--- config.mk ---
export PLATFORM = sky130hd
export DESIGN_NAME = io_packet_engine_flat
export DESIGN_NICKNAME = d
export VERILOG_FILES = /design/src/rtl/io_pkg.sv /design/src/rtl/io_packet_engine_if.sv /design/src/rtl/io_slice_shifter.sv /design/src/rtl/io_packet_engine.sv /design/src/flat_wrapper.sv
export SDC_FILE = /design/constraint.sdc
export NUM_CORES = 1
export LEC_CHECK = 0
export ABC_AREA = 1
export BUFFER_PORTS_ARGS = -buffer_cell sky130_fd_sc_hd__buf_4
export CORE_ASPECT_RATIO = 1.75
export CORE_MARGIN = 8
export CORE_UTILIZATION = 47
export CTS_BUF_LIST = sky130_fd_sc_hd__clkbuf_8
export CTS_CLUSTER_DIAMETER = 120
export DETAILED_ROUTE_END_ITERATION = 10
export PLACE_DENSITY_LB_ADDON = 0.2
export SLEW_MARGIN = 20
export SYNTH_ARGS = -nofsm -noshare
export SYNTH_HDL_FRONTEND = slang
export SYNTH_SLANG_ARGS = --single-unit
export TNS_END_PERCENT = 5
--- constraint.sdc ---
create_clock -name CLK -period 3.88 [get_ports CLK]
set_clock_uncertainty 0.1 [all_clocks]
set_input_delay 0.776 -clock CLK [delete_from_list [all_inputs] [get_ports CLK]]
set_output_delay 0.776 -clock CLK [all_outputs]
set_load 0.005 [all_outputs]
--- src/rtl/io_pkg.sv ---
// io_pkg: shared definitions for the io_packet_engine slice.
//   io_state_e      - engine FSM state encoding (also exported for debug)
//   HDR_BASE_LSB    - bit offset of the base-address field in the load header
//   hdr_count_lsb() - bit offset of the entry-count field (upper half of the bus word)
//   slice_idx_w()   - width of a slice index for a given DATA_WIDTH/BUS_WIDTH ratio
package io_pkg;

    typedef enum logic [2:0] {
        IDLE    = 3'd0,
        RX_HDR  = 3'd1,
        RX_DATA = 3'd2,
        TX_READ = 3'd3,
        TX_WAIT = 3'd4,
        TX_SEND = 3'd5,
        FINISH  = 3'd6
    } io_state_e;

    localparam int HDR_BASE_LSB = 0;

    function automatic int hdr_count_lsb(input int bus_width);
        return bus_width / 2;
    endfunction

    // A ratio of 1 still needs a 1-bit index so the counter has a legal width.
    function automatic int slice_idx_w(input int ratio);
        return (ratio <= 1) ? 1 : $clog2(ratio);
    endfunction

endpackage

--- src/rtl/io_packet_engine_if.sv ---
// io_packet_engine_if: every signal of the engine except CLK/RST.
//   master modport - the engine itself (drives Bus_Out*, Mem_*, status)
//   slave  modport - the surroundings: CPU bus, control and RAM
//   Control : Start, Mode, Send_Base, Send_Count -> engine; Busy, Done <- engine
//   Bus in  : Bus_In, Bus_In_Valid (no ready: the engine takes a word every cycle)
//   Bus out : Bus_Out, Bus_Out_Valid, Bus_Out_Ready, Bus_OE
//   RAM     : Mem_WR_En/Addr/Data (write port), Mem_RD_Addr/Data (read port A, 1-cycle latency)
//   dbg_state: current FSM state, for observation only
//
// Handshake: a Bus_Out word transfers on a rising edge where Bus_Out_Valid and
// Bus_Out_Ready are both high. While Valid is high and Ready is low, Bus_Out
// holds its value and Valid stays high. Valid never depends on Ready.
interface io_packet_engine_if #(
    parameter int BUS_WIDTH     = 32,
    parameter int DATA_WIDTH    = 64,
    parameter int ADDRESS_WIDTH = 13,
    parameter int COUNT_WIDTH   = 13
);
    import io_pkg::*;

    logic                     Start;
    logic                     Mode;
    logic [ADDRESS_WIDTH-1:0] Send_Base;
    logic [COUNT_WIDTH-1:0]   Send_Count;
    logic [BUS_WIDTH-1:0]     Bus_In;
    logic                     Bus_In_Valid;
    logic [BUS_WIDTH-1:0]     Bus_Out;
    logic                     Bus_Out_Valid;
    logic                     Bus_Out_Ready;
    logic                     Bus_OE;
    logic                     Busy;
    logic                     Done;
    logic                     Mem_WR_En;
    logic [ADDRESS_WIDTH-1:0] Mem_WR_Addr;
    logic [DATA_WIDTH-1:0]    Mem_WR_Data;
    logic [ADDRESS_WIDTH-1:0] Mem_RD_Addr;
    logic [DATA_WIDTH-1:0]    Mem_RD_Data;
    io_state_e                dbg_state;

    modport master (
        input  Start, Mode, Send_Base, Send_Count,
        input  Bus_In, Bus_In_Valid, Bus_Out_Ready, Mem_RD_Data,
        output Bus_Out, Bus_Out_Valid, Bus_OE, Busy, Done,
        output Mem_WR_En, Mem_WR_Addr, Mem_WR_Data, Mem_RD_Addr,
        output dbg_state
    );

    modport slave (
        output Start, Mode, Send_Base, Send_Count,
        output Bus_In, Bus_In_Valid, Bus_Out_Ready, Mem_RD_Data,
        input  Bus_Out, Bus_Out_Valid, Bus_OE, Busy, Done,
        input  Mem_WR_En, Mem_WR_Addr, Mem_WR_Data, Mem_RD_Addr,
        input  dbg_state
    );

endinterface

--- src/rtl/io_slice_shifter.sv ---
// io_slice_shifter: one DATA_WIDTH register viewed as RATIO BUS_WIDTH slices.
//   Load mode : shift_in writes in_word into the current slice, LS slice first.
//   Send mode : load copies par_data in; shift_out steps out_word to the next slice.
//   clear     : rewinds the slice index (start of an operation).
//   data      : whole register; out_word: current slice; last: index is at RATIO-1.
// Priority: clear > load > shift_in > shift_out.
module io_slice_shifter
    import io_pkg::*;
#(
    parameter int BUS_WIDTH  = 32,
    parameter int DATA_WIDTH = 64
) (
    input  logic                  clk,
    input  logic                  rst,
    input  logic                  clear,
    input  logic                  load,
    input  logic                  shift_in,
    input  logic                  shift_out,
    input  logic [BUS_WIDTH-1:0]  in_word,
    input  logic [DATA_WIDTH-1:0] par_data,
    output logic [DATA_WIDTH-1:0] data,
    output logic [BUS_WIDTH-1:0]  out_word,
    output logic                  last
);
    localparam int RATIO = DATA_WIDTH / BUS_WIDTH;
    localparam int SW    = slice_idx_w(RATIO);

    logic [SW-1:0] sel;

    assign last = (sel == SW'(RATIO - 1));

    always_ff @(posedge clk or posedge rst) begin
        if (rst) begin
            data <= '0;
            sel  <= '0;
        end else if (clear) begin
            sel <= '0;
        end else if (load) begin
            data <= par_data;
            sel  <= '0;
        end else if (shift_in) begin
            for (int i = 0; i < RATIO; i++) begin
                if (sel == SW'(i)) begin
                    data[i*BUS_WIDTH +: BUS_WIDTH] <= in_word;
                end
            end
            sel <= last ? '0 : sel + SW'(1);
        end else if (shift_out) begin
            sel <= last ? '0 : sel + SW'(1);
        end
    end

    always_comb begin
        out_word = '0;
        for (int i = 0; i < RATIO; i++) begin
            if (sel == SW'(i)) begin
                out_word = data[i*BUS_WIDTH +: BUS_WIDTH];
            end
        end
    end

endmodule

--- src/rtl/io_packet_engine.sv ---
// io_packet_engine: bidirectional packet engine between the CPU bus and solver RAM.
//   CLK, RST : clock (rising edge), asynchronous active-high reset
//   bus      : io_packet_engine_if.master (control, bus in/out, RAM ports, debug state)
// Load: header word (base, count) then count*RATIO bus words, each full entry
//       written to RAM at base+index. Send: count entries read from Send_Base
//       onward and streamed out LS slice first under valid/ready.
module io_packet_engine
    import io_pkg::*;
#(
    parameter int BUS_WIDTH     = 32,
    parameter int DATA_WIDTH    = 64,
    parameter int ADDRESS_WIDTH = 13,
    parameter int COUNT_WIDTH   = 13
) (
    input  logic CLK,
    input  logic RST,
    io_packet_engine_if.master bus
);
    localparam int CNT_LSB = hdr_count_lsb(BUS_WIDTH);

    io_state_e                state;
    logic [ADDRESS_WIDTH-1:0] addr;   // running RAM address, base + index (wraps)
    logic [COUNT_WIDTH-1:0]   count;
    logic [COUNT_WIDTH-1:0]   idx;    // entries completed so far
    logic                     wr_en;
    logic [ADDRESS_WIDTH-1:0] wr_addr;
    logic                     out_valid;
    logic                     oe;
    logic                     busy;
    logic                     done;

    logic                     accept_in;
    logic                     out_fire;
    logic [COUNT_WIDTH-1:0]   hdr_count;
    logic [DATA_WIDTH-1:0]    sh_data;
    logic [BUS_WIDTH-1:0]     sh_word;
    logic                     sh_last;

    assign hdr_count = bus.Bus_In[CNT_LSB +: COUNT_WIDTH];

    // Once the final entry has been counted, further words are not assembled.
    assign accept_in = (state == RX_DATA) && bus.Bus_In_Valid && (idx != count);
    assign out_fire  = out_valid && bus.Bus_Out_Ready;

    io_slice_shifter #(
        .BUS_WIDTH  (BUS_WIDTH),
        .DATA_WIDTH (DATA_WIDTH)
    ) u_shifter (
        .clk       (CLK),
        .rst       (RST),
        .clear     ((state == IDLE) && bus.Start),
        .load      (state == TX_WAIT),
        .shift_in  (accept_in),
        .shift_out (out_fire),
        .in_word   (bus.Bus_In),
        .par_data  (bus.Mem_RD_Data),
        .data      (sh_data),
        .out_word  (sh_word),
        .last      (sh_last)
    );

    always_ff @(posedge CLK or posedge RST) begin
        if (RST) begin
            state     <= IDLE;
            addr      <= '0;
            count     <= '0;
            idx       <= '0;
            wr_en     <= 1'b0;
            wr_addr   <= '0;
            out_valid <= 1'b0;
            oe        <= 1'b0;
            busy      <= 1'b0;
            done      <= 1'b0;
        end else begin
            wr_en <= 1'b0;
            done  <= 1'b0;
            case (state)
                IDLE: begin
                    if (bus.Start) begin
                        idx  <= '0;
                        busy <= 1'b1;
                        if (!bus.Mode) begin
                            state <= RX_HDR;
                        end else begin
                            addr  <= bus.Send_Base;
                            count <= bus.Send_Count;
                            if (bus.Send_Count == '0) begin
                                state <= FINISH;
                                done  <= 1'b1;
                            end else begin
                                state <= TX_READ;
                                oe    <= 1'b1;
                            end
                        end
                    end
                end
                RX_HDR: begin
                    if (bus.Bus_In_Valid) begin
                        addr  <= bus.Bus_In[HDR_BASE_LSB +: ADDRESS_WIDTH];
                        count <= hdr_count;
                        if (hdr_count == '0) begin
                            state <= FINISH;
                            done  <= 1'b1;
                        end else begin
                            state <= RX_DATA;
                        end
                    end
                end
                RX_DATA: begin
                    if (accept_in && sh_last) begin
                        wr_en   <= 1'b1;
                        wr_addr <= addr;
                        addr    <= addr + ADDRESS_WIDTH'(1);
                        idx     <= idx + COUNT_WIDTH'(1);
                    end else if (wr_en && (idx == count)) begin
                        // Leave only after the final write strobe has been presented.
                        state <= FINISH;
                        done  <= 1'b1;
                    end
                end
                TX_READ: begin
                    // addr is already on Mem_RD_Addr; data returns next cycle.
                    state <= TX_WAIT;
                end
                TX_WAIT: begin
                    state     <= TX_SEND;
                    out_valid <= 1'b1;
                end
                TX_SEND: begin
                    if (out_fire && sh_last) begin
                        out_valid <= 1'b0;
                        addr      <= addr + ADDRESS_WIDTH'(1);
                        idx       <= idx + COUNT_WIDTH'(1);
                        if (idx + COUNT_WIDTH'(1) == count) begin
                            state <= FINISH;
                            oe    <= 1'b0;
                            done  <= 1'b1;
                        end else begin
                            state <= TX_READ;
                        end
                    end
                end
                FINISH: begin
                    state <= IDLE;
                    busy  <= 1'b0;
                end
                default: begin
                    state <= IDLE;
                    busy  <= 1'b0;
                    oe    <= 1'b0;
                end
            endcase
        end
    end

    assign bus.Bus_Out       = out_valid ? sh_word : '0;
    assign bus.Bus_Out_Valid = out_valid;
    assign bus.Bus_OE        = oe;
    assign bus.Busy          = busy;
    assign bus.Done          = done;
    assign bus.Mem_WR_En     = wr_en;
    assign bus.Mem_WR_Addr   = wr_addr;
    assign bus.Mem_WR_Data   = sh_data;
    assign bus.Mem_RD_Addr   = addr;
    assign bus.dbg_state     = state;

endmodule
--- src/flat_wrapper.sv ---
// flat-port wrapper written by rule: the top's interface ports become plain ports
module io_packet_engine_flat import io_pkg::*;
#(
    parameter int BUS_WIDTH     = 32,
    parameter int DATA_WIDTH    = 64,
    parameter int ADDRESS_WIDTH = 13,
    parameter int COUNT_WIDTH   = 13
)
  (CLK, RST, bus_Start, bus_Mode, bus_Send_Base, bus_Send_Count, bus_Bus_In, bus_Bus_In_Valid, bus_Bus_Out_Ready, bus_Mem_RD_Data, bus_Bus_Out, bus_Bus_Out_Valid, bus_Bus_OE, bus_Busy, bus_Done, bus_Mem_WR_En, bus_Mem_WR_Addr, bus_Mem_WR_Data, bus_Mem_RD_Addr, bus_dbg_state);
  io_packet_engine_if #(.BUS_WIDTH(BUS_WIDTH), .DATA_WIDTH(DATA_WIDTH), .ADDRESS_WIDTH(ADDRESS_WIDTH), .COUNT_WIDTH(COUNT_WIDTH)) bus_i ();
  input  logic CLK;
  input  logic RST;
  input wire logic [$bits(bus_i.Start)-1:0] bus_Start;
  input wire logic [$bits(bus_i.Mode)-1:0] bus_Mode;
  input wire logic [$bits(bus_i.Send_Base)-1:0] bus_Send_Base;
  input wire logic [$bits(bus_i.Send_Count)-1:0] bus_Send_Count;
  input wire logic [$bits(bus_i.Bus_In)-1:0] bus_Bus_In;
  input wire logic [$bits(bus_i.Bus_In_Valid)-1:0] bus_Bus_In_Valid;
  input wire logic [$bits(bus_i.Bus_Out_Ready)-1:0] bus_Bus_Out_Ready;
  input wire logic [$bits(bus_i.Mem_RD_Data)-1:0] bus_Mem_RD_Data;
  output wire logic [$bits(bus_i.Bus_Out)-1:0] bus_Bus_Out;
  output wire logic [$bits(bus_i.Bus_Out_Valid)-1:0] bus_Bus_Out_Valid;
  output wire logic [$bits(bus_i.Bus_OE)-1:0] bus_Bus_OE;
  output wire logic [$bits(bus_i.Busy)-1:0] bus_Busy;
  output wire logic [$bits(bus_i.Done)-1:0] bus_Done;
  output wire logic [$bits(bus_i.Mem_WR_En)-1:0] bus_Mem_WR_En;
  output wire logic [$bits(bus_i.Mem_WR_Addr)-1:0] bus_Mem_WR_Addr;
  output wire logic [$bits(bus_i.Mem_WR_Data)-1:0] bus_Mem_WR_Data;
  output wire logic [$bits(bus_i.Mem_RD_Addr)-1:0] bus_Mem_RD_Addr;
  output wire logic [$bits(bus_i.dbg_state)-1:0] bus_dbg_state;
  assign bus_i.Start = bus_Start;
  assign bus_i.Mode = bus_Mode;
  assign bus_i.Send_Base = bus_Send_Base;
  assign bus_i.Send_Count = bus_Send_Count;
  assign bus_i.Bus_In = bus_Bus_In;
  assign bus_i.Bus_In_Valid = bus_Bus_In_Valid;
  assign bus_i.Bus_Out_Ready = bus_Bus_Out_Ready;
  assign bus_i.Mem_RD_Data = bus_Mem_RD_Data;
  assign bus_Bus_Out = bus_i.Bus_Out;
  assign bus_Bus_Out_Valid = bus_i.Bus_Out_Valid;
  assign bus_Bus_OE = bus_i.Bus_OE;
  assign bus_Busy = bus_i.Busy;
  assign bus_Done = bus_i.Done;
  assign bus_Mem_WR_En = bus_i.Mem_WR_En;
  assign bus_Mem_WR_Addr = bus_i.Mem_WR_Addr;
  assign bus_Mem_WR_Data = bus_i.Mem_WR_Data;
  assign bus_Mem_RD_Addr = bus_i.Mem_RD_Addr;
  assign bus_dbg_state = bus_i.dbg_state;
  io_packet_engine #(.BUS_WIDTH(BUS_WIDTH), .DATA_WIDTH(DATA_WIDTH), .ADDRESS_WIDTH(ADDRESS_WIDTH), .COUNT_WIDTH(COUNT_WIDTH)) u_core (.CLK(CLK), .RST(RST), .bus(bus_i));
endmodule
; ---- Word level (Yosys, flattened, before mapping)
; Cells that the tools add are included.
[classes]
add_sub_neg = 3
eq_ne = 19
n_mux = 57
bitwise_logic = 3
reduce_logical = 29
[ops]
columns = cell, n
row1 = 13-bit 2-to-1 mux, 11
row2 = 32-bit 2-to-1 mux, 4
row3 = 64-bit 2-to-1 mux, 2
row4 = 13-bit one-hot mux with 4 select lines, 1
row5 = 13-bit one-hot mux with 3 select lines, 1
row6 = 3-bit 2-to-1 mux, 9
row7 = 13-bit by 1-bit adder with 13-bit output (second input constant), 2
row8 = 13-bit equality test, 2
row9 = 13-bit logical NOT, 2
row10 = 13-bit one-hot mux with 2 select lines, 1
row11 = 1-bit 2-to-1 mux, 23
row12 = 3-bit one-hot mux with 6 select lines, 1
row13 = 2-bit != test (second input constant), 8
row14 = 13-bit != test, 1
row15 = 6-bit AND reduction, 2
row16 = 5-bit OR reduction, 2
row17 = 3-bit equality test (second input constant), 3
row18 = 4-bit AND reduction, 2
row19 = 2-bit nonzero test, 4
row20 = 4-bit nonzero test, 2
row21 = 1-bit logical AND, 7
row22 = 3-bit by 2-bit equality test with 1-bit output (second input constant), 2
row23 = 2-bit AND reduction, 3
row24 = 3-bit AND reduction, 2
row25 = other kinds (10), 14
[word_totals]
regBits = 125
in_bits = 128
wordCells = 124

; ---- Depth between registers and ports, before layout
; Gate-level depths: netlist of the first run.
[depth]
word_depth = 6
mapped_depth = 15
ltp_nobuf = 15

; ---- Hierarchy
; From an unflattened synthesis of the first run, not the netlist that was laid out.
[unflattened]
cells_unflattened = 1187
hier_area_um2 = 7754.9
[modules_own_cells]
columns = module, n_inst, cells_each, area_each_um2
row1 = io_packet_engine, 1, 621, 4110.2
row2 = io_slice_shifter, 1, 566, 3644.7

; ---- Worst setup path before layout of the first run
; OpenSTA, ideal clock, no wires.
[synth_timing]
path_kind = input-to-reg
startpoint = in bus_Bus_Out_Ready
endpoint = reg u_core.addr[11], in the netlist u_core.bus.Mem_RD_Addr[11]
setup_time_ps = 119
t_arrival_ps = 1761
required_ps = 3661
setup_slack_ps = 1900
cell_stages = 10
path_cell_list = nand2_1 > nor2_1 > inv_1 > nand2_1 > nand2_2 > a211oi_4 > nand2_2 > buf_6 > nor2_1 > nor2_1
[synth_via]
elab_chain_len = 4
[synth_lines]
columns = element, line_no
row1 = start: declaration, flat_wrapper.sv:19  ; input wire logic [$bits(bus_i.Bus_Out_Ready)-1:0] bus_Bus_Out_Ready;
row2 = 1-bit logical AND, io_packet_engine.sv:43  ; assign out_fire = out_valid && bus.Bus_Out_Ready;
row3 = 1-bit logical AND, io_packet_engine.sv:130  ; if (out_fire && sh_last) begin
row4 = 2-bit by 1-bit != test with 1-bit output (no source line), n/a
row5 = 6-bit AND reduction (no source line), n/a
row6 = end signal: assignment, io_packet_engine.sv:85  ; addr <= bus.Send_Base;
row7 = end signal: assignment, io_packet_engine.sv:113  ; addr <= addr + ADDRESS_WIDTH'(1);
row8 = end signal: assignment, io_packet_engine.sv:132  ; addr <= addr + ADDRESS_WIDTH'(1);
row9 = end: declaration, io_packet_engine.sv:22  ; logic [ADDRESS_WIDTH-1:0] addr;
; Every way passes these cells.
; A chain may end at the register's enable or synchronous reset.

; ---- Final worst setup path of the first run
[layout_timing]
startpoint = reg u_core.u_shifter.sel, in the netlist u_core.u_shifter.last
endpoint = out bus_Bus_Out[0]
[layout_via]
elab_chain_len = 2
[layout_lines]
columns = element, line_no
row1 = start: declaration, io_slice_shifter.sv:28  ; logic [SW-1:0] sel;
row2 = start signal: assignment, io_slice_shifter.sv:47  ; sel <= last ? '0 : sel + SW'(1);
row3 = start signal: assignment, io_slice_shifter.sv:49  ; sel <= last ? '0 : sel + SW'(1);
row4 = 32-bit 2-to-1 mux, io_slice_shifter.sv:56  ; if (sel == SW'(i)) begin
row5 = 32-bit 2-to-1 mux, io_packet_engine.sv:156  ; assign bus.Bus_Out = out_valid ? sh_word : '0;
row6 = end: declaration, flat_wrapper.sv:21  ; output wire logic [$bits(bus_i.Bus_Out)-1:0] bus_Bus_Out;
; Every way passes these cells.

==> out/qor.yml, run 1 <==
status:
  status: "completed"
detailed_routing:
  viasPerCell: 5.264
  antenna_left: 0
  wl_um: 27190
  drt_iter0_markers: 481
  first_pass_iters: 5
  drc_errors: 0
  wire_per_inst_um: 17.74
  vias: 8069
clock_network:
  clk-insertion-delay-late_ns: 0.46
  post_cts_buffers: 0
  cts_resized: 0
  cts_sinks: 125
  clk_path_buf_depth: 2
  hold_buffers: 0
  clock-root-buffer: "clkbuf_8"
  cts_buffers: 17
  htree_levels: 4
  tritoncts: "yes"
  cts.clk_slew.worst_paths_ns: 0.08
cells_and_area:
  final_layout_size_suffix_gt1_share_pct: 24.33
  fin_util_pct: 62.77
  num-fill-cells: 1517
  nets: 1463
  area_delta_synth_final_pct: 32.50
  num_antenna_cells: 0
synth:
  synth_area_mm2: 0.007448
  synth_top_area_cell: "dfrtp_1"
  synthFlopType: "dfrtp_1"
  synth_warnings: 0
  synth_top_area_share_pct: 42.00
  syn_nets: 1227
  async_flop_share_pct: 100.0
  synth_area_leaders: "dfrtp_1 (42%), nand2_1 (22%), nor2_1 (6.6%), o21ai_0 (5.2%), nand3_1 (4.5%)"
  synth_edf_count: 0
  synth_commonest_cells: "nand2_1 (445), nor2_1 (131), dfrtp_1 (125), o21ai_0 (77), inv_1 (75)"
  synth_seq_cells: 125
  synth.avg_cell_area_um2: 6.790
  synthCells: 1097
  ys_types: 45
  yosys.cell_count.top_type: "nand2_1"
  yosysSeqAreaShare_pct: 42.00
hold_path:
  min_path_type: "primary input to asynchronous set/reset pin"
worst_setup_path:
  worstPathRequired_ns: 3.00
  reg2reg_from: "u_core.u_shifter.last$_DFFE_PP0P_"
  cpMaxStageDelayCell: "inv_2"
  critPathLaunchType: "register"
  slowest_delay_ns: 0.55
  worstSetupEndpointType: "primary output"
  cp_max_fo: 36
  reg2reg_depth: 5
  path_cells: "buf_4 -> inv_2 -> nor2_1 -> nor2_1 -> buf_4"
  worstPathArrival_ns: 2.07
  crit_start: "u_core.u_shifter.last$_DFFE_PP0P_"
  path_buf_inv: 3
  path_class: "register to primary output"
  path_delay_family: "buffers and inverters"
  r2r_setup_slack_ns: 1.20
  r2r_end: "u_core.u_shifter.data[17]$_DFFE_PP0P_"
sta:
  tightestPinTransition_ns: 0.9244
  drv_slew: 0
  slew_headroom_pct: 38.14
  final_hold_viol_count: 0
  setup_tns_ns: 0
  period_needed_ns: 2.951
  max_freq_mhz: 338.9
  fin_crit_sh_pct: 76.06
  setup_violations: 0
  rsz0062_at_grt: "no"
  hold_ws_ns: 0.3627
placement:
  place_congestion: 0.9081
  dp_hpwl_um: 20390
  portBuffers: 257
job:
  drv_cap: 0
die:
  ioPinCount: 258
  die_x_um: 111.2
  fp.dieH_um: 182.5
  start_util_pct: 47.37
  core_mm2: 0.01572
  dieArea_mm2: 0.02029
  rows: 61
power_and_ir_drop:
  p_leak_nw: 5.295
  power_density_mw_per_mm2: 811.9
  ir_drop_v: 0.0003713
global_route:
  grtUsageTotal_pct: 26.38
  antenna_found_initial: 0
  grt_first_pass_wirelength_um: 42820
  grt_pass1_vias: 8062
  grt_max_degree: 126
  grt-ovfl-total: 0
[sequential cells by signal, indices dropped and copies added (netlist names), 3 cells and up]
register	count
u_core.bus.Mem_RD_Addr	13
u_core.u_shifter.data	64
u_core.bus.Mem_WR_Addr	13
u_core.idx	13
u_core.bus.dbg_state	3
u_core.count	13
[final cells by class]
| type | instances | area (um2) | share of cell area [%] |
|---|---|---|---|
| Inverter | 86 | 329.1 | 3.334 |
| Tap cell | 189 | 236.5 | 2.396 |
| Multi-Input combinational cell | 835 | 3742 | 37.92 |
| Sequential cell | 125 | 3128 | 31.69 |
| Clock buffer | 17 | 234.0 | 2.371 |
| Clock inverter | 13 | 167.7 | 1.699 |
| Timing Repair Buffer | 268 | 2032 | 20.59 |
[per-layer routing]
layer	wire (um)	global-route usage (%)	up-vias
met5	0	0	-
met4	1024	12.39	0
met3	1846	6.870	64
met2	14410	47.85	321
met1	9906	27.54	3748
li1	-	-	3936
[logic make-up after synthesis]
group | after synthesis | share of synthesized area [%]
and+or+nand+nor | 674 | 36.52
AOI/OAI and AO/OA | 141 | 10.99
buffers and inverters | 137 | 7.862
DFF | 125 | 42.00
xor gates and xnor gates | 18 | 2.301
adders and majority gates | 2 | 0.3359
[metrics by stage]
stage / instances / setup WS, ns / area (um2) / power (mW)
after floorplan: 1097 / 1.465 / 7452 / 4.817
after detailed placement: 1502 / 1.190 / 9453 / 6.838
after CTS: 1532 / 0.9419 / 9854 / 8.048
after global routing: 1533 / 0.7917 / 9869 / 8.682
final: 1533 / 0.9290 / 9869 / 8.013
after global placement: 1502 / 1.239 / 9453 / 6.762
[tightest hold or removal path, stage by stage]
cell	delay [ns]
buf_4	0.12
clkinvlp_4	0.07
buf_12	0.44
[power by group]
part / switching, mW / leakage [nW] / internal (mW)
logic: 2.48 / 3.53 / 1.89
clock network: 0.565 / 0.198 / 0.632
registers: 0.589 / 1.57 / 1.86
[layout by cell type, fill, tap and decap left out, types with 8 or more instances in the layout]
cell,instances
a21oi_1,9
inv_1,74
nor2_1,131
clkbuf_8,17
nand4_1,8
buf_4,266
nand3_1,67
nand2_1,445
xor2_1,10
dfrtp_1,125
o21ai_1,20
o21ai_0,77
a31oi_1,12
[worst max path at each step]
stage,endpoint,slack (ns),cells after the start
6_report,bus_Bus_Out[0],0.93,5
5_1_grt,bus_Bus_Out[0],0.79,5
4_1_cts,bus_Bus_Out[0],0.94,5
3_5_place_dp,u_core.count[12]$_DFFE_PP0P_,1.19,5
3_3_place_gp,u_core.count[2]$_DFFE_PP0P_,1.24,7
2_1_floorplan,u_core.bus.Bus_OE$_DFFE_PP0P_,1.46,1
No activity file was read; power rests on OpenSTA's default activity.
==> run 2, diff against run 1 <==
==> constraint.sdc (replaced) <==
create_clock -name CLK -period 2.5 [get_ports CLK]
set_clock_uncertainty 0.1 [all_clocks]
set_input_delay 0.5 -clock CLK [delete_from_list [all_inputs] [get_ports CLK]]
set_output_delay 0.5 -clock CLK [all_outputs]
set_load 0.005 [all_outputs]
==> out/qor.yml, run 2 (synthesized netlist as in run 1, its figures left out) <==
sta:
  fin_crit_sh_pct: 91.47
  setup_violations: 0  # unchanged
  tightestPinTransition_ns: 0.8782  # -0.04627 ns
  drv_slew: 0  # unchanged
  fin_ws_ns: 0.2133  # -0.7157 ns
  max_freq_mhz: 437.3
  final_hold_viol_count: 0  # unchanged
  slew_headroom_pct: 41.24  # +3.1 points
  hold_ws_ns: 0.1116  # -0.2511 ns
  setup_tns_ns: 0  # unchanged
  period_needed_ns: 2.287
  rsz0062_at_grt: "no"
power_and_ir_drop:
  power_density_mw_per_mm2: 1259  # +55%
  ir_drop_v: 0.0005275  # +42%
  switching_share_pct: 44.96  # -0.36 points
  p_clk_share_pct: 15.1  # +0.2 points
  pwr-share-comb_pct: 54.9  # +0.4 points
  seq_power_share_pct: 29.9  # -0.6 points
  power_mw: 12.60  # +57%
  p_leak_nw: 5.386  # +1.7%
  intPower_mw: 6.937  # +58%
  switching_power_mw: 5.667  # +56%
cells_and_area:
  final_common_cell: "nand2_1"
  final_cell_mix: "nand2_1 (445), buf_4 (277), nor2_1 (131)"
  num_antenna_cells: 0  # unchanged
  final_layout_size_suffix_gt1_share_pct: 25.11  # +0.78 points
  final_area_mm2: 0.01001  # +1.4%
  largest_reg_flops: 64  # unchanged
  regArea_mm2: 0.003128  # unchanged
  num-fill-cells: 1482  # -2.3%
  stdcell_count: 1547  # +0.91%
  regMostFlops: "u_core.u_shifter.data"
  area_delta_synth_final_pct: 34.39
  multi_input_area_mm2: 0.003755  # +0.33%
  fin_util_pct: 63.66  # +0.89 points
  nets: 1475  # +0.82%
global_route:
  grt_util_met2_pct: 45.18  # -2.7 points
  antenna_found_initial: 0  # unchanged
  grtUsageTotal_pct: 26.16  # -0.22 points
  grt_pass1_vias: 8054  # -0.099%
  use_met3_pct: 7.002  # +0.13 points
  grt_use_met1_pct: 28.38  # +0.84 points
  top_usage_layer: "met2"
  grt_max_degree: 126  # unchanged
  grt_first_pass_wirelength_um: 42720  # -0.23%
  grt-ovfl-total: 0  # unchanged
worst_setup_path:
  cp_max_fo: 26  # -28%
  path_cells: "nor2_1 -> inv_2 -> nor2_1 -> inv_2 -> o21ai_0 -> inv_1 -> nand2_2 -> nand2_1 -> o21ai_0"
  worstPathArrival_ns: 2.53  # +0.46 ns
  worstPathRequired_ns: 2.74  # -0.26 ns
  worstSetupEndpointType: "register"
  cpMaxStageDelayCell: "dfrtp_1"
  slowest_delay_ns: 0.51  # -0.04 ns
  critPathLaunchType: "register"
  path_class: "register to register"
detailed_routing:
  wire_per_inst_um: 17.47  # -1.5%
  first_pass_iters: 5  # unchanged
  antenna_left: 0  # unchanged
  vias: 8066  # -0.037%
  viasPerCell: 5.214  # -0.94%
  wl_um: 27020  # -0.61%
  drc_errors: 0  # unchanged
  drt_iter0_markers: 442  # -8.1%
die:
  core_mm2: 0.01572  # unchanged
  die_x_um: 111.2  # unchanged
  dieArea_mm2: 0.02029  # unchanged
  fp.dieH_um: 182.5  # unchanged
  rows: 61  # unchanged
  start_util_pct: 47.37  # unchanged
  ioPinCount: 258  # unchanged
clock_network:
  clk-insertion-delay-late_ns: 0.44  # -0.02 ns
  htree_levels: 4  # unchanged
  clock-root-buffer: "clkbuf_8"
  hold_buffers: 0  # unchanged
  cts_buffers: 17  # unchanged
  cts.clk_slew.worst_paths_ns: 0.08  # about the same
  clk_path_buf_depth: 2  # unchanged
  tritoncts: "yes"
  cts_sinks: 125  # unchanged
placement:
  portBuffers: 257  # unchanged
  place_inst: 1515  # +0.87%
  dpl-instance-area_mm2: 0.009575  # +1.3%
  pre_cts_ws_ns: 0.2462  # -0.9443 ns
  dp_hpwl_um: 20580  # +0.96%
  place_congestion: 0.9585  # +5.6%
job:
  drv_cap: 0  # unchanged
status:
  status: "completed"
hold_path:
  min_path_type: "primary input to asynchronous set/reset pin"
run 2: worst max-delay path, delay by kind of cell (launching register included):
kind / cells / cell delay, ns
and+or+nand+nor: 4 / 0.82
DFF: 1 / 0.51
AOI/OAI and AO/OA: 2 / 0.45
buffers and inverters: 3 / 0.30
run 2: routing by layer:
metal | vias up | wire length, um | share of wire (%)
li1 | 3969 | - | -
met2 | 358 | 13890 | 51
met5 | - | 0 | 0
met1 | 3666 | 9872 | 37
met3 | 73 | 2036 | 7.5
met4 | 0 | 1224 | 4.5
run 2: area by class of cell:
cell class / count / share of cell area, %
flip-flops and latches: 125 / 31.25
inverters: 86 / 3.288
well taps: 189 / 2.363
clock inverters: 15 / 1.875
clock buffers: 17 / 2.337
repair buffers: 280 / 21.37
multi-input cells: 835 / 37.51
run 2: power by group through the flow:
stage               sequential [mW]  clock, mW  combinational [mW]
floorplan                      3.60          0                3.88
global placement               3.78          0                6.82
detailed placement             3.78          0                6.97
CTS                            3.76       1.94                6.98
global route                   3.89       2.03                7.74
finish                         3.77       1.91                6.92
run 2: final timing paths:
check	startpoint	to	slack (ns)	depth (start not counted)
max	u_core.bus.dbg_state[0]$_DFFE_PP0P_	u_core.idx[12]$_DFFE_PP0P_	0.21	9
min	RST	u_core.u_shifter.data[19]$_DFFE_PP0P_	0.11	3
max reg2reg	u_core.bus.dbg_state[0]$_DFFE_PP0P_	u_core.idx[12]$_DFFE_PP0P_	0.21	9
min reg2reg	u_core.bus.Mem_WR_Addr[12]$_DFFE_PP0P_	u_core.bus.Mem_WR_Addr[12]$_DFFE_PP0P_	0.39	2
max in group asynchronous	RST	u_core.count[9]$_DFFE_PP0P_	1.60	3
min in group CLK	bus_Send_Base[7]	u_core.bus.Mem_RD_Addr[7]$_DFFE_PP0P_	0.22	3
run 2: timing repair:
action,4_1_cts,5_1_grt
buffers inserted,0,0
endpoints found under the hold margin,0,0
endpoints found under the setup margin,0,17
resized for setup,0,2
==> run 3, diff against run 2 <==
--- a/config.mk
+++ b/config.mk
@@ -6,10 +6,11 @@
 export NUM_CORES = 1
 export LEC_CHECK = 0
 export ABC_AREA = 1
+export ABC_CLOCK_PERIOD_IN_PS = 2500
 export BUFFER_PORTS_ARGS = -buffer_cell sky130_fd_sc_hd__buf_4
 export CORE_ASPECT_RATIO = 1.75
 export CORE_MARGIN = 8
-export CORE_UTILIZATION = 47
+export CORE_UTILIZATION = 48
 export CTS_BUF_LIST = sky130_fd_sc_hd__clkbuf_8
 export CTS_CLUSTER_DIAMETER = 120
 export DETAILED_ROUTE_END_ITERATION = 10
@@ -17,5 +18,6 @@
 export SLEW_MARGIN = 20
 export SYNTH_ARGS = -nofsm -noshare
 export SYNTH_HDL_FRONTEND = slang
+export SYNTH_HIERARCHICAL = 1
 export SYNTH_SLANG_ARGS = --single-unit
 export TNS_END_PERCENT = 5
==> out/qor.yml, run 3 <==
power_and_ir_drop:
  p_leak_nw: 5.892  # +9.4%
  power_density_mw_per_mm2: 1214  # -3.6%
  power_mw: 12.56  # -0.37%
  ir_drop_v: 0.0007219  # +37%
synth:
  synth_commonest_cells: "nand2_1 (609), dfrtp_1 (125), nand3_1 (107), inv_1 (89), nor2_1 (53)"
  yosys.cell_count.top_type: "nand2_1"
  synth_top_area_share_pct: 40.34  # -1.7 points
  synth_top_area_cell: "dfrtp_1"
  yosysSeqAreaShare_pct: 40.34  # -1.7 points
  syn_nets: 1317  # +7.3%
  synthCells: 1187  # +8.2%
  synth_seq_cells: 125  # unchanged
  synth_edf_count: 0  # unchanged
  synth.avg_cell_area_um2: 6.533  # -3.8%
  synth_warnings: 6  # +6
  async_flop_share_pct: 100.0  # unchanged
  synth_area_leaders: "dfrtp_1 (40%), nand2_1 (29%), nand3_1 (6.9%), inv_1 (4.3%), nor2_1 (2.6%)"
  synth_area_mm2: 0.007755  # +4.1%
  ys_types: 44  # -2.2%
  synthFlopType: "dfrtp_1"
hold_path:
  min_path_type: "primary input to asynchronous set/reset pin"
clock_network:
  cts_buffers: 17  # unchanged
  cts.clk_slew.worst_paths_ns: 0.08  # about the same
  tritoncts: "yes"
  clk_path_buf_depth: 2  # unchanged
  clock-root-buffer: "clkbuf_8"
  hold_buffers: 0  # unchanged
  cts_sinks: 125  # unchanged
  clk-insertion-delay-late_ns: 0.43  # about the same
  htree_levels: 4  # unchanged
die:
  start_util_pct: 48.85  # +1.5 points
  core_mm2: 0.01588  # +0.97%
  die_x_um: 112.1  # +0.83%
  fp.dieH_um: 184.1  # +0.88%
  ioPinCount: 258  # unchanged
  dieArea_mm2: 0.02064  # +1.7%
  rows: 61  # unchanged
sta:
  setup_tns_ns: 0  # unchanged
  fin_crit_sh_pct: 97.37  # +5.9 points
  final_hold_viol_count: 0  # unchanged
  slew_headroom_pct: 52.90  # +12 points
  setup_violations: 0  # unchanged
  drv_slew: 0  # unchanged
  rsz0062_at_grt: "yes"
  tightestPinTransition_ns: 0.7057  # -0.1725 ns
  period_needed_ns: 2.434  # +0.1476 ns
  max_freq_mhz: 410.8  # -6.1%
cells_and_area:
  final_layout_size_suffix_gt1_share_pct: 24.76  # -0.35 points
  fin_util_pct: 65.13  # +1.5 points
  num_antenna_cells: 0  # unchanged
  largest_reg_flops: 64  # unchanged
  nets: 1568  # +6.3%
  final_cell_mix: "nand2_1 (609), buf_4 (281), dfrtp_1 (125)"
  area_delta_synth_final_pct: 33.33
  final_common_cell: "nand2_1"
  final_area_mm2: 0.01034  # +3.3%
  num-fill-cells: 1479  # -0.20%
  regMostFlops: "u_core/u_shifter/data"
global_route:
  grtUsageTotal_pct: 26.91  # +0.75 points
  grt_first_pass_wirelength_um: 44040  # +3.1%
  grt_max_degree: 66  # -48%
  grt_pass1_vias: 8669  # +7.6%
  grt-ovfl-total: 0  # unchanged
  antenna_found_initial: 0  # unchanged
worst_setup_path:
  reg2reg_from: "u_core/bus.dbg_state[1]$_DFFE_PP0P_"
  path_class: "register to register"
  critPathLaunchType: "register"
  cp_max_fo: 26  # unchanged
  worstSetupEndpointType: "register"
  crit_start: "u_core/bus.dbg_state[1]$_DFFE_PP0P_"
  worstPathRequired_ns: 2.72  # -0.02 ns
  worstPathArrival_ns: 2.66  # +0.13 ns
  r2r_setup_slack_ns: 0.07  # -0.15 ns
detailed_routing:
  wl_um: 28100  # +4.0%
  wire_per_inst_um: 17.14  # -1.9%
  first_pass_iters: 7  # +2
  vias: 8592  # +6.5%
  viasPerCell: 5.242  # +0.54%
  antenna_left: 0  # unchanged
  drc_errors: 0  # unchanged
  drt_iter0_markers: 578  # +31%
placement:
  dp_hpwl_um: 21340  # +3.7%
  place_congestion: 0.9563  # -0.23%
  dpl-instance-area_mm2: 0.009917  # +3.6%
  portBuffers: 257  # unchanged
job:
  drv_cap: 0  # unchanged
status:
  status: "completed"
[run 3: routing by layer]
layer	wire length (um)	track usage (%)	up-vias
met5	0	0	-
met4	1112	12.11	0
met3	1982	7.176	69
met2	14740	48.83	348
met1	10260	28.52	3976
li1	-	-	4199
[run 3: path summary, 6_finish.rpt]
kind                       depth (start not counted)                                     to
max                                                7            u_core/count[7]$_DFFE_PP0P_
min                                                3  u_core/bus.Mem_RD_Addr[6]$_DFFE_PP0P_
max reg2reg                                        7            u_core/count[7]$_DFFE_PP0P_
min reg2reg                                        2  u_core/bus.Mem_WR_Addr[0]$_DFFE_PP0P_
max in group asynchronous                          3  u_core/u_shifter/data[20]$_DFFE_PP0P_
min in group CLK                                   3            u_core/count[1]$_DFFE_PP0P_
[run 3: kinds of logic after synthesis]
logic type | count (synthesis) | synth area share, %
and+or+nand+nor | 813 | 43.14
xor gates and xnor gates | 14 | 1.581
adders and majority gates | 2 | 0.3226
DFF | 125 | 40.34
buffers and inverters | 155 | 8.535
AOI/OAI and AO/OA | 78 | 6.083
[run 3: cell type report]
cell class	count	area [um2]	share of cell area [%]
clock inverter	13	166.4	1.609
tap	189	236.5	2.287
timing repair buffer	286	2210	21.37
inverter	100	377.9	3.654
clock buffer	18	247.7	2.396
sequential	125	3128	30.25
multi-input combinational	908	3974	38.43
[run 3: worst max-delay path, stage by stage, from the launching register on]
cell and delay [ns]:
dfrtp_1 0.50, nor2_2 0.26, inv_2 0.09, nor2_8 0.21, inv_2 0.18, a21oi_4 0.54, nor2_1 0.17, a31oi_1 0.26
[run 3: power breakdown]
part | internal [mW] | leakage, nW | total (mW) | switching (mW)
Combinational | 2.92 | 4.11 | 7.02 | 4.09
Sequential | 2.86 | 1.58 | 3.67 | 0.804
Clock | 1.01 | 0.201 | 1.88 | 0.862
Total | 6.80 | 5.89 | 12.6 | 5.76
[run 3: stage by stage]
stage | std cells | worst slack [ns] | hold slack, ns
2_1_floorplan | 1187 | 0.2735 | 0.3637
3_3_place_gp | 1607 | 0.05627 | 0.3636
3_5_place_dp | 1607 | 0.1010 | 0.3664
4_1_cts | 1638 | 0.07526 | 0.02478
5_1_grt | 1639 | -0.07710 | 0.03575
6_report | 1639 | 0.06571 | 0.03057
[run 3: repair_timing]
action | in CTS | in global routing
buffers inserted | 0 | 0
setup endpoints to repair | 0 | 35
resized for setup | 0 | 1
